==> src/rtl/io_pad_bank_seq_if.sv <==
// io_pad_bank_seq_if: core/pad/supply signals of one IO pad bank.
// Optional lpbk signal when IO_PAD_BANK_LOOPBACK_EN is defined.
interface io_pad_bank_seq_if #(
  parameter int CHANNELS = 8
);
  logic                pwr_good;
  logic [CHANNELS-1:0] core_oe;
  logic [CHANNELS-1:0] core_out;
  logic [CHANNELS-1:0] pad_in;
  logic [CHANNELS-1:0] pad_oe;
  logic [CHANNELS-1:0] pad_out;
  logic [CHANNELS-1:0] core_in;
  logic                ready;
  logic [1:0]          state;
`ifdef IO_PAD_BANK_LOOPBACK_EN
  logic                lpbk;

  modport master (
    output pwr_good, core_oe, core_out,
    output pad_in, lpbk,
    input  pad_oe, pad_out, core_in,
    input  ready, state
  );

  modport slave (
    input  pwr_good, core_oe, core_out,
    input  pad_in, lpbk,
    output pad_oe, pad_out, core_in,
    output ready, state
  );
`else
  modport master (
    output pwr_good, core_oe, core_out,
    output pad_in,
    input  pad_oe, pad_out, core_in,
    input  ready, state
  );

  modport slave (
    input  pwr_good, core_oe, core_out,
    input  pad_in,
    output pad_oe, pad_out, core_in,
    output ready, state
  );
`endif
endinterface

==> src/rtl/io_pad_bank_seq.sv <==
// io_pad_bank_seq: staggered pad output-enable ramp plus input filter.
// Macro IO_PAD_BANK_LOOPBACK_EN adds lpbk self-test loopback.
module io_pad_bank_seq #(
  parameter int CHANNELS    = 8,
  parameter int GROUP       = 2,
  parameter int STEP_CYCLES = 16,
  parameter int FILT_CYCLES = 3
) (
  input logic ck,
  input logic nrst,
  io_pad_bank_seq_if.slave bus
);

  typedef enum logic [1:0] {
    OFF   = 2'd0,
    RAMP  = 2'd1,
    ON    = 2'd2,
    DRAIN = 2'd3
  } state_t;

  localparam int CW = $clog2(STEP_CYCLES);
  localparam int FW = $clog2(FILT_CYCLES + 1);

  localparam logic [CHANNELS-1:0] ALL = '1;
  localparam logic [CHANNELS-1:0] GMASK =
    ALL >> (CHANNELS - GROUP);
  localparam logic [CW-1:0] LAST = CW'(STEP_CYCLES - 1);
  localparam logic [FW-1:0] FLAST = FW'(FILT_CYCLES - 1);

  logic                pg_q1;
  logic                pg_s;
  state_t              st;
  logic [CHANNELS-1:0] mask;
  logic [CW-1:0]       cnt;
  logic                rdy;
  logic [CHANNELS-1:0] oe_q;
  logic [CHANNELS-1:0] out_q;
  logic [CHANNELS-1:0] in_q1;
  logic [CHANNELS-1:0] in_s;
  logic [CHANNELS-1:0] ci_q;
  logic [FW-1:0]       fcnt [CHANNELS];
  logic                lb;
  logic [CHANNELS-1:0] src;

`ifdef IO_PAD_BANK_LOOPBACK_EN
  assign lb = bus.lpbk;
`else
  assign lb = 1'b0;
`endif

  assign src = lb ? out_q : bus.pad_in;

  // Two-flop synchroniser for the asynchronous supply-good
  always_ff @(posedge ck or negedge nrst) begin
    if (!nrst) begin
      pg_q1 <= 1'b0;
      pg_s  <= 1'b0;
    end else begin
      pg_q1 <= bus.pwr_good;
      pg_s  <= pg_q1;
    end
  end

  // Ramp sequencer; supply loss always wins over a ramp step
  always_ff @(posedge ck or negedge nrst) begin
    if (!nrst) begin
      st   <= OFF;
      mask <= '0;
      cnt  <= '0;
      rdy  <= 1'b0;
    end else begin
      unique case (st)
        OFF: begin
          mask <= '0;
          cnt  <= '0;
          if (pg_s) st <= RAMP;
        end
        RAMP: begin
          if (!pg_s) begin
            st   <= DRAIN;
            mask <= '0;
            cnt  <= '0;
          end else if (mask == ALL) begin
            st  <= ON;
            cnt <= '0;
            rdy <= 1'b1;
          end else if (cnt == LAST) begin
            mask <= (mask << GROUP) | GMASK;
            cnt  <= '0;
          end else begin
            cnt <= cnt + 1'b1;
          end
        end
        ON: begin
          if (!pg_s) begin
            st   <= DRAIN;
            mask <= '0;
            cnt  <= '0;
            rdy  <= 1'b0;
          end
        end
        DRAIN: begin
          if (cnt == LAST) begin
            st  <= OFF;
            cnt <= '0;
          end else begin
            cnt <= cnt + 1'b1;
          end
        end
        default: begin
          st   <= OFF;
          mask <= '0;
          cnt  <= '0;
          rdy  <= 1'b0;
        end
      endcase
    end
  end

  // Registered pad drive; loopback forces the drivers off
  always_ff @(posedge ck or negedge nrst) begin
    if (!nrst) begin
      oe_q  <= '0;
      out_q <= '0;
    end else begin
      oe_q  <= bus.core_oe & mask & {CHANNELS{~lb}};
      out_q <= bus.core_out;
    end
  end

  // Two-flop synchroniser for every pad input
  always_ff @(posedge ck or negedge nrst) begin
    if (!nrst) begin
      in_q1 <= '0;
      in_s  <= '0;
    end else begin
      in_q1 <= src;
      in_s  <= in_q1;
    end
  end

  // Per-channel filter: accept after FILT_CYCLES differing samples
  always_ff @(posedge ck or negedge nrst) begin
    if (!nrst) begin
      ci_q <= '0;
      for (int i = 0; i < CHANNELS; i++)
        fcnt[i] <= '0;
    end else begin
      for (int i = 0; i < CHANNELS; i++) begin
        if (in_s[i] != ci_q[i]) begin
          if (fcnt[i] == FLAST) begin
            ci_q[i] <= in_s[i];
            fcnt[i] <= '0;
          end else begin
            fcnt[i] <= fcnt[i] + 1'b1;
          end
        end else begin
          fcnt[i] <= '0;
        end
      end
    end
  end

  assign bus.pad_oe  = oe_q;
  assign bus.pad_out = out_q;
  assign bus.core_in = ci_q;
  assign bus.ready   = rdy;
  assign bus.state   = st;

endmodule
==> src/flat_wrapper.sv <==
// flat-port wrapper written by rule: the top's interface ports become plain ports
module io_pad_bank_seq_flat 
#(
  parameter int CHANNELS    = 8,
  parameter int GROUP       = 2,
  parameter int STEP_CYCLES = 16,
  parameter int FILT_CYCLES = 3
)
  (ck, nrst, bus_pwr_good, bus_core_oe, bus_core_out, bus_pad_in, bus_pad_oe, bus_pad_out, bus_core_in, bus_ready, bus_state);
  io_pad_bank_seq_if #(.CHANNELS(CHANNELS)) bus_i ();
  input logic ck;
  input logic nrst;
  input wire logic [$bits(bus_i.pwr_good)-1:0] bus_pwr_good;
  input wire logic [$bits(bus_i.core_oe)-1:0] bus_core_oe;
  input wire logic [$bits(bus_i.core_out)-1:0] bus_core_out;
  input wire logic [$bits(bus_i.pad_in)-1:0] bus_pad_in;
  output wire logic [$bits(bus_i.pad_oe)-1:0] bus_pad_oe;
  output wire logic [$bits(bus_i.pad_out)-1:0] bus_pad_out;
  output wire logic [$bits(bus_i.core_in)-1:0] bus_core_in;
  output wire logic [$bits(bus_i.ready)-1:0] bus_ready;
  output wire logic [$bits(bus_i.state)-1:0] bus_state;
  assign bus_i.pwr_good = bus_pwr_good;
  assign bus_i.core_oe = bus_core_oe;
  assign bus_i.core_out = bus_core_out;
  assign bus_i.pad_in = bus_pad_in;
  assign bus_pad_oe = bus_i.pad_oe;
  assign bus_pad_out = bus_i.pad_out;
  assign bus_core_in = bus_i.core_in;
  assign bus_ready = bus_i.ready;
  assign bus_state = bus_i.state;
  io_pad_bank_seq #(.CHANNELS(CHANNELS), .GROUP(GROUP), .STEP_CYCLES(STEP_CYCLES), .FILT_CYCLES(FILT_CYCLES)) u_core (.ck(ck), .nrst(nrst), .bus(bus_i));
endmodule
==> config.mk <==
export PLATFORM = sky130hd
export DESIGN_NAME = io_pad_bank_seq_flat
export DESIGN_NICKNAME = d
export VERILOG_FILES = /design/src/rtl/io_pad_bank_seq_if.sv /design/src/rtl/io_pad_bank_seq.sv /design/src/flat_wrapper.sv
export SDC_FILE = /design/constraint.sdc
export NUM_CORES = 1
export LEC_CHECK = 0
export CORE_ASPECT_RATIO = 1.5
export CORE_MARGIN = 3
export CORE_UTILIZATION = 30
export DETAILED_ROUTE_END_ITERATION = 6
export PLACE_DENSITY = 0.59
export REMOVE_ABC_BUFFERS = 1
export SETUP_SLACK_MARGIN = 0.02
export SYNTH_ARGS = -nofsm -noshare
export SYNTH_HDL_FRONTEND = slang
export SYNTH_SLANG_ARGS = --single-unit
export TNS_END_PERCENT = 100
==> constraint.sdc <==
create_clock -name ck -period 3.63 [get_ports ck]
set_input_delay 0.726 -clock ck [delete_from_list [all_inputs] [get_ports ck]]
set_output_delay 0.726 -clock ck [all_outputs]
set_load 0.1 [all_outputs]
Word-level counts from Yosys, hierarchy flattened
Cells that the tools add are included.
{"block": "totals", "output_inout_bits": 27, "ff_bits": 73, "in_bits": 27}
{"block": "classes", "n_eq_ne": 29, "reduce_logical": 14, "muxes": 36, "bitwise_logic": 1, "addsub": 9}
{"op": "2-bit two-way mux", "n": 21}
{"op": "8-bit two-way mux", "n": 4}
{"op": "8-bit case mux with 3 select lines", "n": 1}
{"op": "2-bit == test (second input constant)", "n": 10}
{"op": "2-bit by 1-bit adder with 2-bit output (second input constant)", "n": 8}
{"op": "4-bit two-way mux", "n": 4}
{"op": "4-bit case mux with 4 select lines", "n": 1}
{"op": "2-bit AND reduction", "n": 8}
{"op": "4-bit AND reduction", "n": 3}
{"op": "3-bit != test (second input constant)", "n": 3}
{"op": "8-bit bitwise AND", "n": 1}
{"op": "8-bit == test (second input constant)", "n": 1}
{"op": "1-bit != test", "n": 8}
{"op": "2-bit by 1-bit != test with 1-bit output (second input constant)", "n": 4}
{"op": "2-bit case mux with 4 select lines", "n": 1}
{"op": "4-bit by 1-bit adder with 4-bit output (second input constant)", "n": 1}
{"op": "4-bit == test (second input constant)", "n": 1}
{"op": "1-bit two-way mux", "n": 3}
{"op": "3-bit nonzero test", "n": 1}
{"op": "2-bit by 1-bit == test with 1-bit output (second input constant)", "n": 1}
{"op": "2-bit zero test", "n": 1}
{"op": "2-bit != test (second input constant)", "n": 1}
{"op": "1-bit case mux with 2 select lines", "n": 1}
{"op": "2-bit nonzero test", "n": 1}

Depth between registers and ports, before layout
Gate-level depths: netlist of run 1.
{"block": "logic_depth", "depth_word": 5, "ltp_mapped": 6}

Worst setup path after synthesis of run 1
Ideal clock, no wire load.
{"block": "synth_path", "path_type": "register to register", "from": "reg u_core.st[0] (netlist: u_core.bus.state[0])", "to": "reg u_core.st[1] (netlist: u_core.bus.state[1])", "path_stages_with_launch": 7, "setup_ns": 0.128, "path_buffers": 0, "required_ns": 3.502, "path_slack_ns": 1.120, "t_arrival_ns": 2.382, "path_cell_list": "dfrtp_1 -> inv_1 -> ha_1 -> and2_2 -> a221o_1 -> nor2_1 -> mux2_1"}
{"block": "synth_between", "elab_chain_cells": 3, "word_cells_on_any_way": 10, "cone_classes": "7 x eq/ne; 1 x mux; 2 x reduce/logical"}
{"item": "start: declaration", "line": "io_pad_bank_seq.sv:32", "text": "state_t st;"}
{"item": "start signal: assignment", "line": "io_pad_bank_seq.sv:67", "text": "st <= OFF;"}
{"item": "start signal: assignment", "line": "io_pad_bank_seq.sv:76", "text": "if (pg_s) st <= RAMP;"}
{"item": "start signal: assignment", "line": "io_pad_bank_seq.sv:80", "text": "st <= DRAIN;"}
{"item": "2-bit by 1-bit == test with 1-bit output (tied with other cells)", "line": "io_pad_bank_seq.sv:72", "text": "unique case (st)"}
{"item": "3-bit != test (no source line) (tied with other cells)"}
{"item": "4-bit AND reduction (no source line)"}
Parallel ways exist; a longest one is shown, timed or not.
A chain may end at the register's enable or synchronous reset.

Final worst setup path of run 1
{"block": "layout_path", "from": "reg u_core.st[1] (netlist: u_core.bus.state[1])", "to": "out bus_state[1]"}
{"item": "end: declaration", "line": "flat_wrapper.sv:21", "text": "output wire logic [$bits(bus_i.state)-1:0] bus_state;"}
No word-level cell between the ends.

==> results of run 1 <==
[registers in the layout, indices dropped and copies added (netlist names)]
signal,cells
u_core.bus.ready,1
u_core.cnt,4
u_core.in_q1,8
u_core.bus.core_in,8
u_core.mask,4
u_core.bus.pad_oe,8
u_core.pg_q1,1
u_core.bus.state,2
u_core.bus.pad_out,8
u_core.fcnt,16
u_core.pg_s,1
u_core.in_s,8
[metrics by stage]
| stage | util [%] | power [mW] | hold slack (ns) | setup slack, ns | area [µm²] |
|---|---|---|---|---|---|
| floorplan | - | 1.833 | 0.3312 | 1.120 | 2464 |
| global placement | 40.02 | 2.072 | 0.3331 | 1.343 | 3124 |
| detailed placement | 40.02 | 2.090 | 0.3355 | 1.331 | 3124 |
| CTS | 43.43 | 2.877 | 0.3473 | 0.9720 | 3391 |
| global route | 43.43 | 3.004 | 0.3499 | 0.9198 | 3391 |
| finish | 43.43 | 2.832 | 0.3450 | 0.9938 | 3391 |
[how the worst min path moves through the flow]
stage	end	slack [ns]	cells past startpoint
floorplan	u_core.in_s[0]	0.33	0
global placement	u_core.pg_s	0.33	0
detailed placement	u_core.in_s[6]	0.34	0
CTS	u_core.in_s[6]	0.35	0
global route	u_core.in_s[6]	0.35	0
finish	u_core.in_s[6]	0.35	0
[logic make-up (layout without fill, tap and decap cells)]
| logic type | after synthesis | after routing | synth area share [%] |
|---|---|---|---|
| flip-flops | 69 | 69 | 70.09 |
| AND/OR/NAND/NOR | 54 | 54 | 14.27 |
| AO/OA/AOI/OAI | 19 | 19 | 5.181 |
| multiplexers | 9 | 9 | 4.114 |
| XOR/XNOR | 8 | 8 | 2.844 |
| adder cells (fa/ha/maj) | 6 | 6 | 3.047 |
| buffers and inverters | 3 | 71 | 0.4571 |
[layer usage]
metal / part of all wire (%) / global-route usage, %
met4: 2.6 / 7.779
met1: 39 / 10.16
met5: 0 / 0
met2: 53 / 17.15
met3: 5.8 / 4.594
[cell usage after synthesis (all sizes together), types with 2 or more instances]
master / n
a21oi: 3
a22o: 3
and2: 10
dfrtp: 69
ha: 6
inv: 3
mux2: 9
nand2: 6
nand2b: 3
nor2: 3
nor2b: 9
nor3: 8
nor3b: 9
o21ai: 7
o2bb2ai: 2
xnor2: 8
[cell type report]
cell class / count / area [µm²] / area share [%]
inverter: 3 / 11.26 / 0.3321
clock inverter: 2 / 10.01 / 0.2952
multi-input combinational: 96 / 725.7 / 21.40
timing repair buffer: 54 / 533.0 / 15.72
clock buffer: 12 / 256.5 / 7.565
sequential: 69 / 1727 / 50.92
tap: 102 / 127.6 / 3.764
[power groups by stage]
stage / logic, mW / registers [mW] / clock network (mW)
3_3_place_gp: 1.02 / 1.05 / 0
2_1_floorplan: 0.341 / 1.49 / 0
3_5_place_dp: 1.03 / 1.06 / 0
6_report: 1.02 / 1.05 / 0.767
5_1_grt: 1.09 / 1.08 / 0.833
4_1_cts: 1.03 / 1.05 / 0.795
==> key figures, run 1 <==
Global routing
  • Total global-route track usage: 10.39%
  • Number of antenna violations at the first check in global routing: 0
  • GRT overflow: 0
  • Pin count of the biggest net entering global routing: 70
  • Wire length of the first global-routing pass: 7.038 mm
  • Number of global-route vias before repair: 1,573

Power and ir drop
  • Fraction of power consumed by the clock network: 27.1%
  • Sw frac: 38.11%
  • Total power divided by cell area: 835.1 nW/µm²
  • Proportion of power drawn by flip-flops and latches: 37.1%
  • P_leak: 1.494 nW
  • Worst vdd ir: 0.3811 mV
  • Cell-internal power: 1.753 mW
  • Relative contribution of combinational cells to total power: 35.8%
  • P_sw: 1.079 mW

Worst setup path
  • Delay of the slowest cell on the worst path: 1.17 ns
  • Data required time of the critical path: 2.90 ns
  • Critical path capture point type: primary output
  • Launch point of the critical path: u_core.bus.state[1]
  • Critical path type: flip-flop to primary output
  • Setup slack, reg-to-reg: 1.70 ns
  • Capturing element of the worst setup path: bus_state[1]
  • Depth of the worst register-to-register path: 6
  • Kind of cell adding the most delay to the critical path: buffers and inverters
  • Endpoint arrival time on the critical path: 1.91 ns
  • Cells traversed along the worst timing path: clkdlybuf4s50_1
  • Start of the worst register-to-register path: u_core.bus.state[1]
  • Worst path buffer plus inverter count: 1
  • Largest fanout on the critical path: 6
  • Nature of the critical path startpoint: flip-flop
  • Critical-path cell with the highest stage delay: sky130_fd_sc_hd__clkdlybuf4s50_1
  • Logic depth of the worst path, buffers included: 1
  • Endpoint of the worst-slack reg-to-reg timing path: u_core.bus.state[1]

Final layout
  • Total number of nets in the final design: 266
  • Ant diodes: 0
  • Final cell count without fillers: 338
  • Layout fillers: 758
  • Fraction of layout cells with a size suffix above 1: 13.56%
  • Most common cell after layout, fill and taps aside: sky130_fd_sc_hd__dfrtp_1
  • Area added between synthesis and finish: 37.63%
  • Commonest cells after routing, fill and taps aside: sky130_fd_sc_hd__dfrtp_1 (69), sky130_fd_sc_hd__clkdlybuf4s50_1 (52), sky130_fd_sc_hd__nor3b_1 (9), sky130_fd_sc_hd__nor2b_1 (9), sky130_fd_sc_hd__clkbuf_16 (9)

STA
  • Fmax achieved: 0.3793 GHz
  • Count of final hold-check violations: 0
  • Fraction of the cycle the final worst path needs: 72.62%
  • Unrepaired setup endpoints after global routing: false
  • Final critical delay including setup and external delays: 2.636 ns
  • Max Transition Viols Final: 0
  • Worst relative slew slack: 33.92%
  • Worst-Margin Slew: 0.9881 ns
  • Max Clock Skew: 0.003717 ns
  • Final count of negative-setup-slack endpoints: 0
  • Setup_tns: 0 ns

CTS
  • Register clock-pin slew on the reported worst setup and hold paths: 0.05 ns
  • Skew-Pair Late Insertion Delay: 0.32 ns
  • Setup bufs post-CTS: 0
  • Clock Tree Buf Depth: 2
  • CTS HTree Levels: 3
  • CTS Buf Count: 9
  • Post-CTS sizing: 0
  • Clock Root Buffer: sky130_fd_sc_hd__clkbuf_16
  • Number of clock sinks: 69
  • Clock tree from TritonCTS: built
  • Hold buffers post-CTS: 0

Drt
  • First-pass iteration count of the detailed router: 4
  • DR vias: 1,507
  • Number of design-rule violations left by the first detailed-router iteration: 45
  • DRC Markers: 0
  • WL per Instance: 12.01 µm
  • Post-detailed-routing wire length: 4.061 mm
  • Per-cell via count in the routed design: 4.459
  • Antenna-violating nets left: 0

Die
  • Die Span Y: 117.0 µm
  • Initial standard-cell utilization of the core: 31.55%
  • Boundary pin count: 54
  • Core Region: 7807 µm²
  • Total number of placement rows: 39
  • DIE AREA: 9358 µm²
  • Horizontal die dimension: 79.99 µm

Worst hold path
  • Worst hold path startpoint: u_core.in_q1[6]
  • Classification of the worst-slack hold path: flip-flop to flip-flop

Run
  • MaxCap Viol Count: 0

Synthesis
  • Count of warnings emitted by yosys: 0
  • Netlist cell types: 28
  • Top cells by area in the synthesized netlist: sky130_fd_sc_hd__dfrtp_1 (70%), sky130_fd_sc_hd__mux2_2 (3.7%), sky130_fd_sc_hd__ha_1 (3.0%)
  • Sequential cell area fraction in the yosys report: 70.09%
  • Cell accounting for the most synthesized area: sky130_fd_sc_hd__dfrtp_1
  • Synthesized netlist cell count: 168
  • Ys async rst share: 100.0%
  • Average instance area after synthesis: 14.66 µm²
  • Cell Area, Synth: 2464 µm²
  • Number of flops mapped to enable cells by yosys: 0
  • Area share of the largest cell type after synthesis: 70.09%
  • Synthesis-stage register bit count: 69
  • Top flip-flop cell by instance count after synthesis: sky130_fd_sc_hd__dfrtp_1

Placement
  • RePlAce Congestion: 0.6692
  • Number of buffers inserted by port buffering: 53
  • Placed insts: 324
  • Final HPWL DP: 2.830 mm

Status
  • Status: complete, no violations
Power figures use the tool's default switching activity.
==> run 2, diff against run 1 <==
Settings changed: PLACE_DENSITY 0.59 to 0.61.
Clock period 3.63 ns to 2.4 ns, I/O delays scaled along.
==> key figures, run 2 (synthesis gave the netlist of run 1 again) <==
Status
  • Status: complete, no violations (unchanged)

CTS
  • Setup bufs post-CTS: 0 (unchanged)
  • CTS Buf Count: 9 (unchanged)
  • Skew-Pair Late Insertion Delay: 0.32 ns (about the same)
  • CTS HTree Levels: 3 (unchanged)
  • Hold buffers post-CTS: 0 (unchanged)
  • Clock Tree Buf Depth: 2 (unchanged)
  • Register clock-pin slew on the reported worst setup and hold paths: 0.05 ns (about the same)
  • Clock tree from TritonCTS: built (unchanged)
  • Clock Root Buffer: sky130_fd_sc_hd__clkbuf_16 (unchanged)
  • Number of clock sinks: 69 (unchanged)
  • Post-CTS sizing: 0 (unchanged)

Worst setup path
  • Critical path capture point type: flip-flop (was primary output)
  • Data required time of the critical path: 2.60 ns (was 2.90 ns)
  • Endpoint arrival time on the critical path: 2.09 ns (was 1.91 ns)
  • Cells traversed along the worst timing path: inv_1 > ha_1 > and2_1 > a221o_1 > nor2_1 > mux2_1 (was clkdlybuf4s50_1)
  • Worst path buffer plus inverter count: 1 (unchanged)
  • Delay of the slowest cell on the worst path: 0.42 ns (was 1.17 ns)
  • Largest fanout on the critical path: 6 (unchanged)
  • Kind of cell adding the most delay to the critical path: flip-flops (was buffers and inverters)
  • Critical path type: flip-flop to flip-flop (was flip-flop to primary output)
  • Nature of the critical path startpoint: flip-flop (unchanged)
  • Critical-path cell with the highest stage delay: sky130_fd_sc_hd__dfrtp_1 (was sky130_fd_sc_hd__clkdlybuf4s50_1)

Run
  • MaxCap Viol Count: 0 (unchanged)

Die
  • Die Span Y: 117.0 µm (unchanged)
  • Core Region: 7807 µm² (unchanged)
  • Initial standard-cell utilization of the core: 31.55% (unchanged)
  • Boundary pin count: 54 (unchanged)
  • DIE AREA: 9358 µm² (unchanged)
  • Total number of placement rows: 39 (unchanged)
  • Horizontal die dimension: 79.99 µm (unchanged)

Final layout
  • Area added between synthesis and finish: 36.01% (was 37.63%)
  • Fraction of layout cells with a size suffix above 1: 24.58% (was 13.56%)
  • Total number of nets in the final design: 266 (unchanged)
  • Flip-flop count of the largest register after layout: 16 (unchanged)
  • Commonest cells after routing, fill and taps aside: sky130_fd_sc_hd__dfrtp_1 (69), sky130_fd_sc_hd__buf_4 (27), sky130_fd_sc_hd__clkdlybuf4s50_1 (25) (was sky130_fd_sc_hd__dfrtp_1 (69), sky130_fd_sc_hd__clkdlybuf4s50_1 (52), sky130_fd_sc_hd__nor3b_1 (9), sky130_fd_sc_hd__nor2b_1 (9), sky130_fd_sc_hd__clkbuf_16 (9))
  • Top reg by flops: u_core.fcnt (unchanged)
  • Ant diodes: 0 (unchanged)
  • Layout fillers: 745 (was 758)
  • Most common cell after layout, fill and taps aside: sky130_fd_sc_hd__dfrtp_1 (unchanged)

Power and ir drop
  • P_leak: 1.538 nW (was 1.494 nW)
  • P_sw: 1.647 mW (was 1.079 mW)
  • Worst vdd ir: 0.9205 mV (was 0.3811 mV)
  • Cell-internal power: 2.701 mW (was 1.753 mW)
  • Total power divided by cell area: 1298 nW/µm² (was 835.1 nW/µm²)
  • Sw frac: 37.88% (was 38.11%)
  • Fraction of power consumed by the clock network: 28.7% (was 27.1%)
  • Proportion of power drawn by flip-flops and latches: 36.6% (was 37.1%)
  • Tot Pwr: 4.348 mW (was 2.832 mW)
  • Relative contribution of combinational cells to total power: 34.7% (was 35.8%)

Drt
  • Post-detailed-routing wire length: 4.144 mm (was 4.061 mm)
  • DR vias: 1,480 (was 1,507)
  • DRC Markers: 0 (unchanged)
  • Antenna-violating nets left: 0 (unchanged)
  • First-pass iteration count of the detailed router: 4 (unchanged)
  • Number of design-rule violations left by the first detailed-router iteration: 44 (was 45)
  • Per-cell via count in the routed design: 4.379 (was 4.459)
  • WL per Instance: 12.26 µm (was 12.01 µm)

STA
  • Final count of negative-setup-slack endpoints: 0 (unchanged)
  • Setup_tns: 0 ns (unchanged)
  • Fmax achieved: 0.5303 GHz
  • Max Transition Viols Final: 0 (unchanged)
  • Final critical delay including setup and external delays: 1.886 ns
  • Worst-Margin Slew: 0.4016 ns (was 0.9881 ns)
  • Worst relative slew slack: 73.23% (was 33.92%)
  • Max Clock Skew: 0.002582 ns (was 0.003717 ns)
  • Unrepaired setup endpoints after global routing: false (unchanged)
  • Fraction of the cycle the final worst path needs: 78.57%
  • Count of final hold-check violations: 0 (unchanged)
  • Minimum setup slack in the final design: 0.5144 ns (was 0.9938 ns)

Placement
  • RePlAce Congestion: 0.7616 (was 0.6692)
  • Final HPWL DP: 2.910 mm (was 2.830 mm)
  • Placement-stage worst setup slack: 0.5063 ns (was 1.331 ns)
  • Number of buffers inserted by port buffering: 53 (unchanged)

Global routing
  • Pin count of the biggest net entering global routing: 70 (unchanged)
  • Number of antenna violations at the first check in global routing: 0 (unchanged)
  • Number of global-route vias before repair: 1,503 (was 1,573)
  • GRT overflow: 0 (unchanged)
  • Wire length of the first global-routing pass: 6.851 mm (was 7.038 mm)
  • Total global-route track usage: 9.976% (was 10.39%)

Worst hold path
  • Classification of the worst-slack hold path: primary input to asynchronous set/reset pin (was flip-flop to flip-flop)
run 2: stage by stage:
step | utilization, % | std cells | hold WS, ns | cell area (µm²)
4_1_cts | 42.92 | 338 | 0.1811 | 3351
2_1_floorplan | - | 168 | 0.1844 | 2464
3_5_place_dp | 39.31 | 324 | 0.3358 | 3069
5_1_grt | 42.92 | 338 | 0.1929 | 3351
6_report | 42.92 | 338 | 0.1335 | 3351
3_3_place_gp | 39.31 | 324 | 0.3321 | 3069
run 2: cell type report:
type,count,area (µm²),share of cell area (%)
clock buffer,12,246.5,7.356
inverter,3,11.26,0.3361
clock inverter,2,35.03,1.046
sequential,69,1727,51.53
timing repair buffer,54,478.0,14.26
multi-input combinational,96,725.7,21.66
tap,102,127.6,3.809
run 2: worst paths after layout:
check / slack, ns / to / depth (start not counted) / startpoint
min in group ck: 0.35 / u_core.pg_s / 0 / u_core.pg_q1
worst max-delay path: 0.51 / u_core.bus.state[1] / 6 / u_core.bus.state[1]
worst min-delay path: 0.13 / u_core.in_s[5] / 2 / nrst
worst max register to register: 0.51 / u_core.bus.state[1] / 6 / u_core.bus.state[1]
worst min register to register: 0.35 / u_core.pg_s / 0 / u_core.pg_q1
max in group asynchronous: 1.91 / u_core.fcnt[6] / 2 / nrst
run 2: power groups by stage:
stage	logic (mW)	registers (mW)	clock network, mW
2_1_floorplan	0.516	2.26	0
3_3_place_gp	1.50	1.60	0
4_1_cts	1.53	1.59	1.30
6_report	1.51	1.59	1.25
3_5_place_dp	1.53	1.61	0
5_1_grt	1.61	1.63	1.35
run 2: per-layer routing:
| metal | global-route usage [%] | vias up | wire (µm) |
|---|---|---|---|
| li1 | - | 708 | - |
| met1 | 10.38 | 733 | 1646 |
| met2 | 15.98 | 33 | 2141 |
| met3 | 4.824 | 6 | 258 |
| met4 | 6.426 | 0 | 97 |
| met5 | 0 | - | 0 |
